<file path="src/rtl/bp_update_ctrl_pkg.sv">
// Shared constants for the branch-predictor update controller:
// counter encodings, table geometry and controller states.
package bp_update_ctrl_pkg;
    localparam logic TRUE  = 1'b1;
    localparam logic FALSE = 1'b0;

    localparam int BP_TAG_WIDTH  = 8;
    localparam int BP_TABLE_SIZE = 256;

    localparam logic [1:0] CNT_SNT = 2'b00;
    localparam logic [1:0] CNT_WNT = 2'b01;
    localparam logic [1:0] CNT_WT  = 2'b10;
    localparam logic [1:0] CNT_ST  = 2'b11;

    localparam logic [1:0] BP_INIT_VALUE = CNT_WNT;

    typedef enum logic {
        S_INIT = 1'b0,
        S_RUN  = 1'b1
    } bp_state_e;
endpackage

</file>
<file path="src/rtl/bp_fb_fifo.sv">
// Commit-feedback FIFO holding {tag, jump}; push/pop arrive pre-qualified
// by the controller, so an idle cycle simply holds state.
module bp_fb_fifo
    import bp_update_ctrl_pkg::*;
#(
    parameter int TAG_WIDTH = BP_TAG_WIDTH,
    parameter int DEPTH     = 4
) (
    input  logic                   clk,
    input  logic                   rst,
    input  logic                   push_i,
    input  logic [TAG_WIDTH-1:0]   push_tag_i,
    input  logic                   push_jump_i,
    input  logic                   pop_i,
    output logic [TAG_WIDTH-1:0]   head_tag_o,
    output logic                   head_jump_o,
    output logic                   full_o,
    output logic                   empty_o,
    output logic [$clog2(DEPTH):0] count_o
);
    localparam int PW = $clog2(DEPTH);

    logic [TAG_WIDTH:0] mem_q [DEPTH];
    logic [PW-1:0]      head_q, head_d, tail_q, tail_d;
    logic [PW:0]        count_q, count_d;

    always_comb begin
        head_d  = head_q;
        tail_d  = tail_q;
        count_d = count_q;
        if (push_i) tail_d = tail_q + 1'b1;
        if (pop_i)  head_d = head_q + 1'b1;
        case ({push_i, pop_i})
            2'b10:   count_d = count_q + 1'b1;
            2'b01:   count_d = count_q - 1'b1;
            default: count_d = count_q;
        endcase
    end

    always_ff @(posedge clk) begin
        if (rst) begin
            head_q  <= '0;
            tail_q  <= '0;
            count_q <= '0;
        end else begin
            head_q  <= head_d;
            tail_q  <= tail_d;
            count_q <= count_d;
        end
    end

    // Storage needs no reset: count gates every read of it.
    always_ff @(posedge clk) begin
        if (push_i) mem_q[tail_q] <= {push_tag_i, push_jump_i};
    end

    assign head_tag_o  = mem_q[head_q][TAG_WIDTH:1];
    assign head_jump_o = mem_q[head_q][0];
    assign full_o      = (count_q == (PW+1)'(DEPTH));
    assign empty_o     = (count_q == '0);
    assign count_o     = count_q;
endmodule

</file>
<file path="src/rtl/bp_update_ctrl.sv">
// Sequencer for the 2-bit predictor table: walks the table once after reset,
// then drains ROB feedback with one read-modify-write per cycle.
module bp_update_ctrl
    import bp_update_ctrl_pkg::*;
#(
    parameter int         TAG_WIDTH  = BP_TAG_WIDTH,
    parameter int         TABLE_SIZE = BP_TABLE_SIZE,
    parameter int         FIFO_DEPTH = 4,
    parameter logic [1:0] INIT_VALUE = BP_INIT_VALUE
) (
    input  logic                 clk,
    input  logic                 rst,
    input  logic                 rdy,
    input  logic                 in_rob_bp_ce,
    input  logic [TAG_WIDTH-1:0] in_rob_tag,
    input  logic                 in_rob_jump_ce,
    output logic                 out_rob_full,
    input  logic [TAG_WIDTH-1:0] in_fetcher_tag,
    output logic                 out_fetcher_jump_ce,
    output logic [TAG_WIDTH-1:0] out_tbl_fetch_raddr,
    input  logic [1:0]           in_tbl_fetch_rdata,
    output logic [TAG_WIDTH-1:0] out_tbl_upd_raddr,
    input  logic [1:0]           in_tbl_upd_rdata,
    output logic                 out_tbl_we,
    output logic [TAG_WIDTH-1:0] out_tbl_waddr,
    output logic [1:0]           out_tbl_wdata,
    output logic                 out_init_done,
    output logic [15:0]          out_drop_cnt
);
    bp_state_e            state_q, state_d;
    logic [TAG_WIDTH-1:0] init_idx_q, init_idx_d;
    logic [15:0]          drop_cnt_q, drop_cnt_d;

    logic                 push, pop;
    logic [TAG_WIDTH-1:0] head_tag;
    logic                 head_jump, fifo_full, fifo_empty;
    logic [$clog2(FIFO_DEPTH):0] fifo_count;

    bp_fb_fifo #(
        .TAG_WIDTH (TAG_WIDTH),
        .DEPTH     (FIFO_DEPTH)
    ) u_fifo (
        .clk         (clk),
        .rst         (rst),
        .push_i      (push),
        .push_tag_i  (in_rob_tag),
        .push_jump_i (in_rob_jump_ce),
        .pop_i       (pop),
        .head_tag_o  (head_tag),
        .head_jump_o (head_jump),
        .full_o      (fifo_full),
        .empty_o     (fifo_empty),
        .count_o     (fifo_count)
    );

    always_comb begin
        state_d       = state_q;
        init_idx_d    = init_idx_q;
        drop_cnt_d    = drop_cnt_q;
        out_tbl_we    = FALSE;
        out_tbl_waddr = init_idx_q;
        out_tbl_wdata = INIT_VALUE;
        push          = FALSE;
        pop           = FALSE;
        if (!rst && rdy) begin
            case (state_q)
                S_INIT: begin
                    out_tbl_we = TRUE;
                    init_idx_d = init_idx_q + 1'b1;
                    if (init_idx_q == TAG_WIDTH'(TABLE_SIZE-1)) state_d = S_RUN;
                end
                S_RUN: begin
                    if (!fifo_empty) begin
                        pop           = TRUE;
                        out_tbl_we    = TRUE;
                        out_tbl_waddr = head_tag;
                        if (head_jump)
                            out_tbl_wdata = (in_tbl_upd_rdata == CNT_ST) ? CNT_ST
                                          : in_tbl_upd_rdata + 2'd1;
                        else
                            out_tbl_wdata = (in_tbl_upd_rdata == CNT_SNT) ? CNT_SNT
                                          : in_tbl_upd_rdata - 2'd1;
                    end
                end
                default: state_d = S_INIT;
            endcase
            // A pop in the same cycle frees the slot a full FIFO needs.
            if (in_rob_bp_ce) begin
                if (!fifo_full || pop)
                    push = TRUE;
                else if (drop_cnt_q != 16'hFFFF)
                    drop_cnt_d = drop_cnt_q + 16'd1;
            end
        end
    end

    always_ff @(posedge clk) begin
        if (rst) begin
            state_q    <= S_INIT;
            init_idx_q <= '0;
            drop_cnt_q <= '0;
        end else begin
            state_q    <= state_d;
            init_idx_q <= init_idx_d;
            drop_cnt_q <= drop_cnt_d;
        end
    end

    logic unused_bits;
    assign unused_bits = ^{in_tbl_fetch_rdata[0], fifo_count};

    assign out_init_done       = (state_q == S_RUN) && !rst;
    assign out_fetcher_jump_ce = out_init_done && in_tbl_fetch_rdata[1];
    assign out_rob_full        = fifo_full && !rst;
    assign out_tbl_fetch_raddr = in_fetcher_tag;
    assign out_tbl_upd_raddr   = head_tag;
    assign out_drop_cnt        = drop_cnt_q;
endmodule

</file>
<file path="config.mk">
export PLATFORM = sky130hd
export DESIGN_NAME = bp_update_ctrl
export DESIGN_NICKNAME = d
export VERILOG_FILES = /design/src/rtl/bp_update_ctrl_pkg.sv /design/src/rtl/bp_fb_fifo.sv /design/src/rtl/bp_update_ctrl.sv
export SDC_FILE = /design/constraint.sdc
export NUM_CORES = 1
export LEC_CHECK = 0
export ABC_AREA = 1
export CORE_MARGIN = 8
export CORE_UTILIZATION = 55
export DETAILED_ROUTE_END_ITERATION = 7
export HOLD_SLACK_MARGIN = 0.08
export PLACE_DENSITY = 0.83
export SETUP_SLACK_MARGIN = 0.4
export SYNTH_ARGS = -nofsm -noshare
export SYNTH_HDL_FRONTEND = slang
export SYNTH_SLANG_ARGS = --single-unit
</file>
<file path="constraint.sdc">
create_clock -name clk -period 5.2 [get_ports clk]
set_clock_uncertainty 0.2 [all_clocks]
set_input_delay 1.04 -clock clk [delete_from_list [all_inputs] [get_ports clk]]
set_output_delay 1.04 -clock clk [all_outputs]
set_load 0.03 [all_outputs]
</file>
---- Yosys cells after proc, flatten, opt, wreduce, memory -nomap -nowiden ----
Memories as Yosys holds them, arrays and structs flattened. A register that Yosys moved wholly into a read port is not among the register bits.
Cells that the tools add are included.
storage, ports and cells
  output and inout bits ................... 46
  word-level logic and storage cells ...... 60
  memory bits (writable) .................. 36
  memories kept ........................... 1
  bits in registers ....................... 32
operators by class
  equal/unequal tests ..................... 6
  muxes and demuxes ....................... 25
  bitwise logic cells ..................... 2
  reductions and logical operators ........ 12
  add/sub/neg operators ................... 8
memories
  name          words  bits a word  rd ports  clocked after memory_dff  write ports  RTL line          RTL
  u_fifo.mem_q  4      9            1         1                         1            bp_fb_fifo.sv:23  logic [TAG_WIDTH:0] mem_q [DEPTH];
operators with widths
  cell                   number
  $mux 8                 3
  $add 16x1->16 const B  1
  $mux 2                 8
  $ne 16x16->1 const B   1
  $mux 1                 12
  $add 8x1->8 const B    1
  $eq 8x8->1 const B     1
  $add 2x1->2 const B    3
  $pmux 3 s2             1
  $eq 2x2->1 const B     2
  $logic_and 1x1->1      4
  $reduce_and 4->1       1
  $add 3x1->3 const B    1
  $eq 3x3->1 const B     1
  $logic_not 3->1        1
  $sub 3x1->3 const B    1
  $eq 2x1->1 const B     1
  $logic_not 1->1        2
  $logic_not 2->1        1
  $not 1->1              2
  $pmux 1 s2             1
  $reduce_and 2->1       1
  $reduce_bool 2->1      1
  $sub 2x1->2 const B    1
  $logic_or 1x1->1       1

---- Logic depth before layout (Yosys ltp) ----
Gate-level depths: netlist of the first run.
  depth in word-level cells ............... 10
  depth in mapped cells ................... 12
  mapped depth without buffers ............ 11

---- Cells and area by module ----
Synthesis of the first run repeated with hierarchy kept, for this count alone.
unflattened totals
  cell total of the unflattened synthesis .. 411
  area, all modules ....................... 3573.4 µm²
by module, submodules not included
  module          instances  cells an instance  area an instance (µm²)  seq. area each (µm²)
  bp_fb_fifo      1          144                1883.1                  1261.2
  bp_update_ctrl  1          267                1690.4                  500.5

---- Least setup slack after synthesis of the first run ----
No wires, ideal clock.
  kind .................................... input-to-output
  start ................................... input port rdy
  end ..................................... output port out_tbl_waddr[3]
  required time ........................... 3.960 ns
  arrival ................................. 2.282 ns
  setup slack ............................. 1.678 ns
  cell stages on the path ................. 6
  path buffers ............................ 1
  cell sequence ........................... inv_1 -> nor2_8 -> nand3_1 -> inv_2 -> buf_4 -> o21ai_0
on the way
  word-level cells in the longest chain between the ends .. 2
ends and longest elaborated chain
  element             RTL line              RTL
  start: declaration  bp_update_ctrl.sv:13  input logic rdy,
  $logic_and 1x1->1   bp_update_ctrl.sv:65  if (!rst && rdy) begin
  $mux 8              bp_update_ctrl.sv:65
  end: declaration    bp_update_ctrl.sv:25  output logic [TAG_WIDTH-1:0] out_tbl_waddr,
No other way between the ends.

---- Final worst setup path of the first run ----
  start ................................... input port rst
  end ..................................... output port out_tbl_wdata[1]
on the way
  word-level cells in the longest chain between the ends .. 3
ends and longest elaborated chain
  element             RTL line              RTL
  start: declaration  bp_update_ctrl.sv:12  input logic rst,
  $logic_not 1->1     bp_update_ctrl.sv:65
  $logic_and 1x1->1   bp_update_ctrl.sv:65
  $mux 2              bp_update_ctrl.sv:65
  end: declaration    bp_update_ctrl.sv:26  output logic [1:0] out_tbl_wdata,
No other way between the ends.

==> results of run 1 <==
area by class of cell:
type,count,share of cell area [%]
Clock buffer,9,2.969
Clock inverter,7,2.489
Inverter,43,3.898
Multi-Input combinational cell,256,33.22
Sequential cell,70,42.22
Tap cell,77,2.309
Timing Repair Buffer,54,12.89
final timing paths:
path | end | slack [ns] | cells after the start
hold / removal | flop | 0.26 | 1
setup reg to reg | u_fifo.count_o[2] | 2.83 | 11
hold reg to reg | flop | 0.26 | 1
setup / recovery | out_tbl_wdata[1] | 0.80 | 7
layout by cell type, fill, tap and decap left out, types with 3 or more instances in the layout:
cell	n
nand2_2	8
o22ai_1	9
dfxtp_1	34
a21oi_2	9
xor2_1	4
nor2_1	56
nor3_1	3
o21ai_0	36
nor2_4	5
nand3_1	24
a21oi_1	18
clkdlybuf4s50_1	53
ha_1	7
inv_1	37
clkbuf_8	9
nand2_1	54
nand4_1	3
inv_6	3
edfxtp_1	36
inv_2	4
o21ai_1	3
power groups by stage:
stage          registers, W  clock network (W)   logic, W
4_1_cts            0.000589           0.000499  0.0000610
3_5_place_dp       0.000601                  0  0.0000602
6_report           0.000589           0.000491  0.0000611
5_1_grt            0.000589           0.000523  0.0000661
3_3_place_gp       0.000601                  0  0.0000587
2_1_floorplan      0.000601                  0  0.0000447
flip-flops by register name (all words and copies together) (netlist names), named ones only:
register and count:
u_fifo.mem_q 36, init_idx_q 8, u_fifo.tail_q 2, out_drop_cnt 16, state_q 1, u_fifo.count_o 3
u_fifo.head_q 2
metal layers:
layer	up-vias	wire length, µm	GRT usage [%]
li1	1388	-	-
met5	-	0	0
met2	81	3693	28.31
met3	8	482	4.094
met4	0	92	8.062
met1	1298	3365	21.81
cell families (layout without fill, tap and decap cells):
| kind of cell | after synthesis | after routing | share of synthesized area, % |
|---|---|---|---|
| simple gates | 163 | 163 | 22.48 |
| compound gates | 79 | 79 | 12.99 |
| flops | 70 | 70 | 50.96 |
| buf+inv | 61 | 113 | 8.939 |
| fa+ha+maj | 8 | 8 | 3.112 |
| xor+xnor | 6 | 6 | 1.520 |
critical path, cell delays in order:
cell	delay (ns)
clkdlybuf4s50_1	0.51
nor2_8	0.23
nand3_1	0.15
inv_2	0.27
o21ai_0	0.15
nor2_1	0.13
clkdlybuf4s50_1	0.68
stage by stage:
stage,total power [W],hold slack [ns]
after detailed placement,0.0006617,0.2484
after global placement,0.0006598,0.2257
after CTS,0.001148,0.2614
after global routing,0.001179,0.2859
final,0.001141,0.2614
after floorplan,0.0006455,0.2119
==> impl_metrics.env, run 1 <==
export IMPL_via_per_inst=5.378
export IMPL_synthArstFlopShare_pct=0
export IMPL_synthToLayoutAreaGrowth_pct=20.70
export IMPL_placed_cell_area_um2=3945
export IMPL_yosysMostFrequentCell="nor2_1"
export IMPL_p_int_w=0.0008867
export IMPL_min_period_over_period_pct=84.52
export IMPL_synth_edff_count=36
export IMPL_syn_avg_cell_area_um2=8.933
export IMPL_drive_above_1_share_pct=11.85
export IMPL_crit_required_ns=3.96
export IMPL_regArea_um2=1762
export IMPL_antenna_left=0
export IMPL_pin_count=71
export IMPL_fill_cells=470
export IMPL_tightest_slew_ns=0.8980
export IMPL_hp_start="u_fifo.head_q[1]"
export IMPL_rsz0062_at_grt="false"
export IMPL_wirelength_mm=7.633
export IMPL_netSwitchingFraction_pct=22.30
export IMPL_final_util_pct=67.25
export IMPL_synthesis_instances=387
export IMPL_power_frac_comb_pct=5.4
export IMPL_post_cts_buffers=0
export IMPL_grt_ovfl_total=0
export IMPL_clock_power_share_pct=43.1
export IMPL_synth_area_top_cells="edfxtp_1 (31%), dfxtp_1 (20%), nor2_1 (6.1%)"
export IMPL_place_ws_ns=0.8028
export IMPL_drv_cap=0
export IMPL_yosysSeqAreaShare_pct=50.96
export IMPL_yosysWarnings=0
export IMPL_fin_area_um2=4173
export IMPL_die_area_um2=9078
export IMPL_setup_viol=0
export IMPL_numCtsBuffers=9
export IMPL_p_leak_nw=1.490
export IMPL_setup_ws_ns=0.8049
export IMPL_syn_area_um2=3457
export IMPL_antenna_cells=0
export IMPL_synth_main_ff_cell="edfxtp_1"
export IMPL_vias=2775
export IMPL_place_congestion=0.8552
export IMPL_h_tree_depth=3
export IMPL_multi_input_area_um2=1386
export IMPL_cts_sinks=70
export IMPL_cp_arrival_ns=3.16
export IMPL_startpoint_type="input pin"
export IMPL_hold_buffers=0
export IMPL_ir_drop_mv=0.1768
export IMPL_cts_tree="yes"
export IMPL_hpwl_mm=5.341
export IMPL_rows=29
export IMPL_timing_final_hold_violations=0
export IMPL_final_cells=516
export IMPL_yosys_top_cells_count="nor2_1 (56), nand2_1 (54), inv_1 (37)"
export IMPL_maxSlewHeadroom_pct=39.91
export IMPL_clk_latency_ns=0.33
export IMPL_cp_end_kind="primary output"
export IMPL_yosysTopAreaCellShare_pct=31.27
export IMPL_status="finished, final reports clean"
export IMPL_reg2reg_from="u_fifo.count_o[1]"
export IMPL_crit_type="in2out"
export IMPL_start_util_pct=55.72
export IMPL_drc=0
export IMPL_maxSlewViolCount=0
export IMPL_drt_iter0_markers=187
export IMPL_clkSlewWorstSetupHoldPaths_ns=0.08
export IMPL_max_freq_mhz=227.5
export IMPL_grt_pass1_wl_mm=12.43
export IMPL_ys_types=39
export IMPL_path_max_fanout=19
export IMPL_die_w_um=95.28
export IMPL_ys_ff_latch=70
export IMPL_p_per_area_nw_per_um2=273.5
export IMPL_track_usage_pct=17.54
export IMPL_synth_fp_nets=420
export IMPL_grt_pass1_vias=2591
export IMPL_min_period_ns=4.395
export IMPL_die_h_um=95.28
export IMPL_grt_max_degree=20
export IMPL_io_buffers=53
export IMPL_tns_ns=0
export IMPL_wl_per_cell_um=14.79
export IMPL_cts_buffer_depth=2
export IMPL_critPathLaunch="rst"
export IMPL_coreArea_um2=6205
export IMPL_switchingPower_w=0.0002545
export IMPL_drtPass1Iterations=6
export IMPL_place_inst=500
export IMPL_yosys_area_top_type="edfxtp_1"
export IMPL_hold_class="reg2reg"
export IMPL_final_nets=467
export IMPL_cts_resized=0
export IMPL_seqPwrFrac_pct=51.6
export IMPL_cts_root_buf="clkbuf_8"
export IMPL_antenna_found_initial=0
(Power assumes the default switching activity.)
==> inputs of run 2 (changes only) <==
CORE_UTILIZATION = 46   (was 55)
PLACE_DENSITY = 0.74   (was 0.83)
clock period = 3.95 ns   (was 5.2 ns; I/O delays follow)
==> impl_metrics.env, run 2 (same netlist as run 1, synthesis figures left out) <==
export IMPL_place_congestion=0.8401
export IMPL_grt_pass1_wl_mm=12.52
export IMPL_netSwitchingFraction_pct=24.93
export IMPL_reg2reg_from="u_fifo.count_o[2]"
export IMPL_fill_cells=636
export IMPL_cpPeakStageDelay_ns=0.68
export IMPL_min_period_over_period_pct=87.91
export IMPL_synthToLayoutAreaGrowth_pct=21.43
export IMPL_largest_reg_flops=36
export IMPL_hp_start="u_fifo.head_q[1]"
export IMPL_drv_cap=0
export IMPL_drtPass1Iterations=4
export IMPL_clock_power_share_pct=38.3
export IMPL_pin_count=71
export IMPL_drt_iter0_markers=206
export IMPL_r2r_cells=12
export IMPL_track_usage_pct=15.21
export IMPL_power_frac_comb_pct=5.8
export IMPL_maxSlewHeadroom_pct=62.24
export IMPL_antenna_left=0
export IMPL_timing_final_hold_violations=0
export IMPL_drive_above_1_share_pct=15.63
export IMPL_final_common_cell="nor2_1"
export IMPL_start_util_pct=47.66
export IMPL_antenna_found_initial=0
export IMPL_via_per_inst=5.082
export IMPL_p_per_area_nw_per_um2=330.4
export IMPL_coreArea_um2=7253
export IMPL_cts_tree="yes"
export IMPL_min_period_ns=3.472
export IMPL_slowest_stage="clkdlybuf4s50_1"
export IMPL_regMostFlops="u_fifo.mem_q"
export IMPL_hpwl_mm=5.506
export IMPL_setup_viol=0
export IMPL_wl_per_cell_um=13.93
export IMPL_cts_sinks=70
export IMPL_antenna_cells=0
export IMPL_die_h_um=102.7
export IMPL_place_ws_ns=0.3833
export IMPL_seqPwrFrac_pct=55.9
export IMPL_crit_required_ns=2.96
export IMPL_clkSlewWorstSetupHoldPaths_ns=0.08
export IMPL_setup_ws_ns=0.4777
export IMPL_cts_root_buf="clkbuf_8"
export IMPL_hold_class="reg2reg"
export IMPL_mostFrequentLayoutCells="nor2_1 (56), nand2_1 (54), clkdlybuf4s50_1 (41), inv_1 (37)"
export IMPL_h_tree_depth=3
export IMPL_cp_arrival_ns=2.48
export IMPL_max_freq_mhz=288.0
export IMPL_maxSlewViolCount=0
export IMPL_io_buffers=53
export IMPL_wirelength_mm=7.617
export IMPL_cts_buffer_depth=2
export IMPL_tns_ns=0
export IMPL_hold_buffers=0
export IMPL_rows=31
export IMPL_numCtsBuffers=9
export IMPL_startpoint_type="input pin"
export IMPL_tightest_slew_ns=0.5658
export IMPL_p_int_w=0.001041
export IMPL_vias=2780
export IMPL_final_nets=476
export IMPL_clk_latency_ns=0.34
export IMPL_status="finished, final reports clean"
export IMPL_power_total_w=0.001387
export IMPL_grt_ovfl_total=0
export IMPL_p_leak_nw=1.549
export IMPL_cp_end_kind="primary output"
export IMPL_whs_path_depth=1
export IMPL_rsz0062_at_grt="false"
export IMPL_die_area_um2=10550
export IMPL_drc=0
export IMPL_grt_pass1_vias=2709
export IMPL_switchingPower_w=0.0003457
export IMPL_worstPathCellList="clkdlybuf4s50_1, nor2_1, inv_1, nor2_1, clkdlybuf4s50_1"
export IMPL_crit_type="in2out"
export IMPL_path_max_fanout=4
export IMPL_die_w_um=102.7
export IMPL_critPathLaunch="rst"
export IMPL_ir_drop_mv=0.1801
export IMPL_grt_max_degree=20
==> run 2: cell types whose count changed in the layout (fill, tap and decap cells not counted), sizes merged <==
| cell | change |
|---|---|
| dlymetal6s2s | +1 |
| clkdlybuf4s50 | -12 |
| dlygate4sd2 | +1 |
| buf | +19 |
| bufinv | -2 |
| clkinvlp | +1 |
| clkinv | +1 |
==> run 2: power groups by stage <==
stage | combinational, W | clock (W) | sequential [W]
after floorplan | 0.0000588 | 0 | 0.000791
after detailed placement | 0.0000795 | 0 | 0.000792
final | 0.0000809 | 0.000531 | 0.000775
after global placement | 0.0000782 | 0 | 0.000791
after CTS | 0.0000801 | 0.000538 | 0.000775
after global routing | 0.0000894 | 0.000570 | 0.000776
==> run 2: stage by stage <==
stage / cell area (µm²) / util, % / hold slack (ns) / std cells
finish: 4198 / 57.87 / 0.2441 / 547
global route: 4198 / 57.87 / 0.2786 / 547
CTS: 4180 / 57.63 / 0.2468 / 545
detailed placement: 4000 / 55.15 / 0.2357 / 529
global placement: 4000 / 55.15 / 0.2250 / 529
floorplan: 3457 / - / 0.2119 / 387
==> run 2: cell type report <==
class,count,area [µm²],area share [%]
Sequential cell,70,1762,41.97
Timing Repair Buffer,63,581.8,13.86
Clock inverter,7,57.56,1.371
Multi-Input combinational cell,256,1386,33.03
Tap cell,99,123.9,2.951
Inverter,43,162.7,3.875
Clock buffer,9,123.9,2.951
==> run 2: metal layers <==
metal  global-route usage [%]  vias to the layer above  share of wire, %
met5                        0                        -                 0
li1                         -                     1404                 -
met3                    2.971                        8               5.6
met4                    7.562                        0               1.3
met2                    24.63                       65                48
met1                    18.93                     1303                45
==> run 2: repair_timing <==
item	4_1_cts	5_1_grt
resized for setup	1	1
buffers inserted	0	2
pin swaps	0	1
endpoints found under the setup margin	1	4
==> run 2: path summary, 6_finish.rpt <==
kind,endpoint,slack [ns]
min,u_fifo.head_q[1],0.24
max,out_fetcher_jump_ce,0.48
max reg2reg,u_fifo.count_o[2],1.49
min reg2reg,u_fifo.head_q[1],0.24
==> run 2: worst max-delay path: cells and delay by family <==
kind | cells | cell delay (ns)
buffers and inverters | 3 | 1.33
and+or+nand+nor | 2 | 0.36
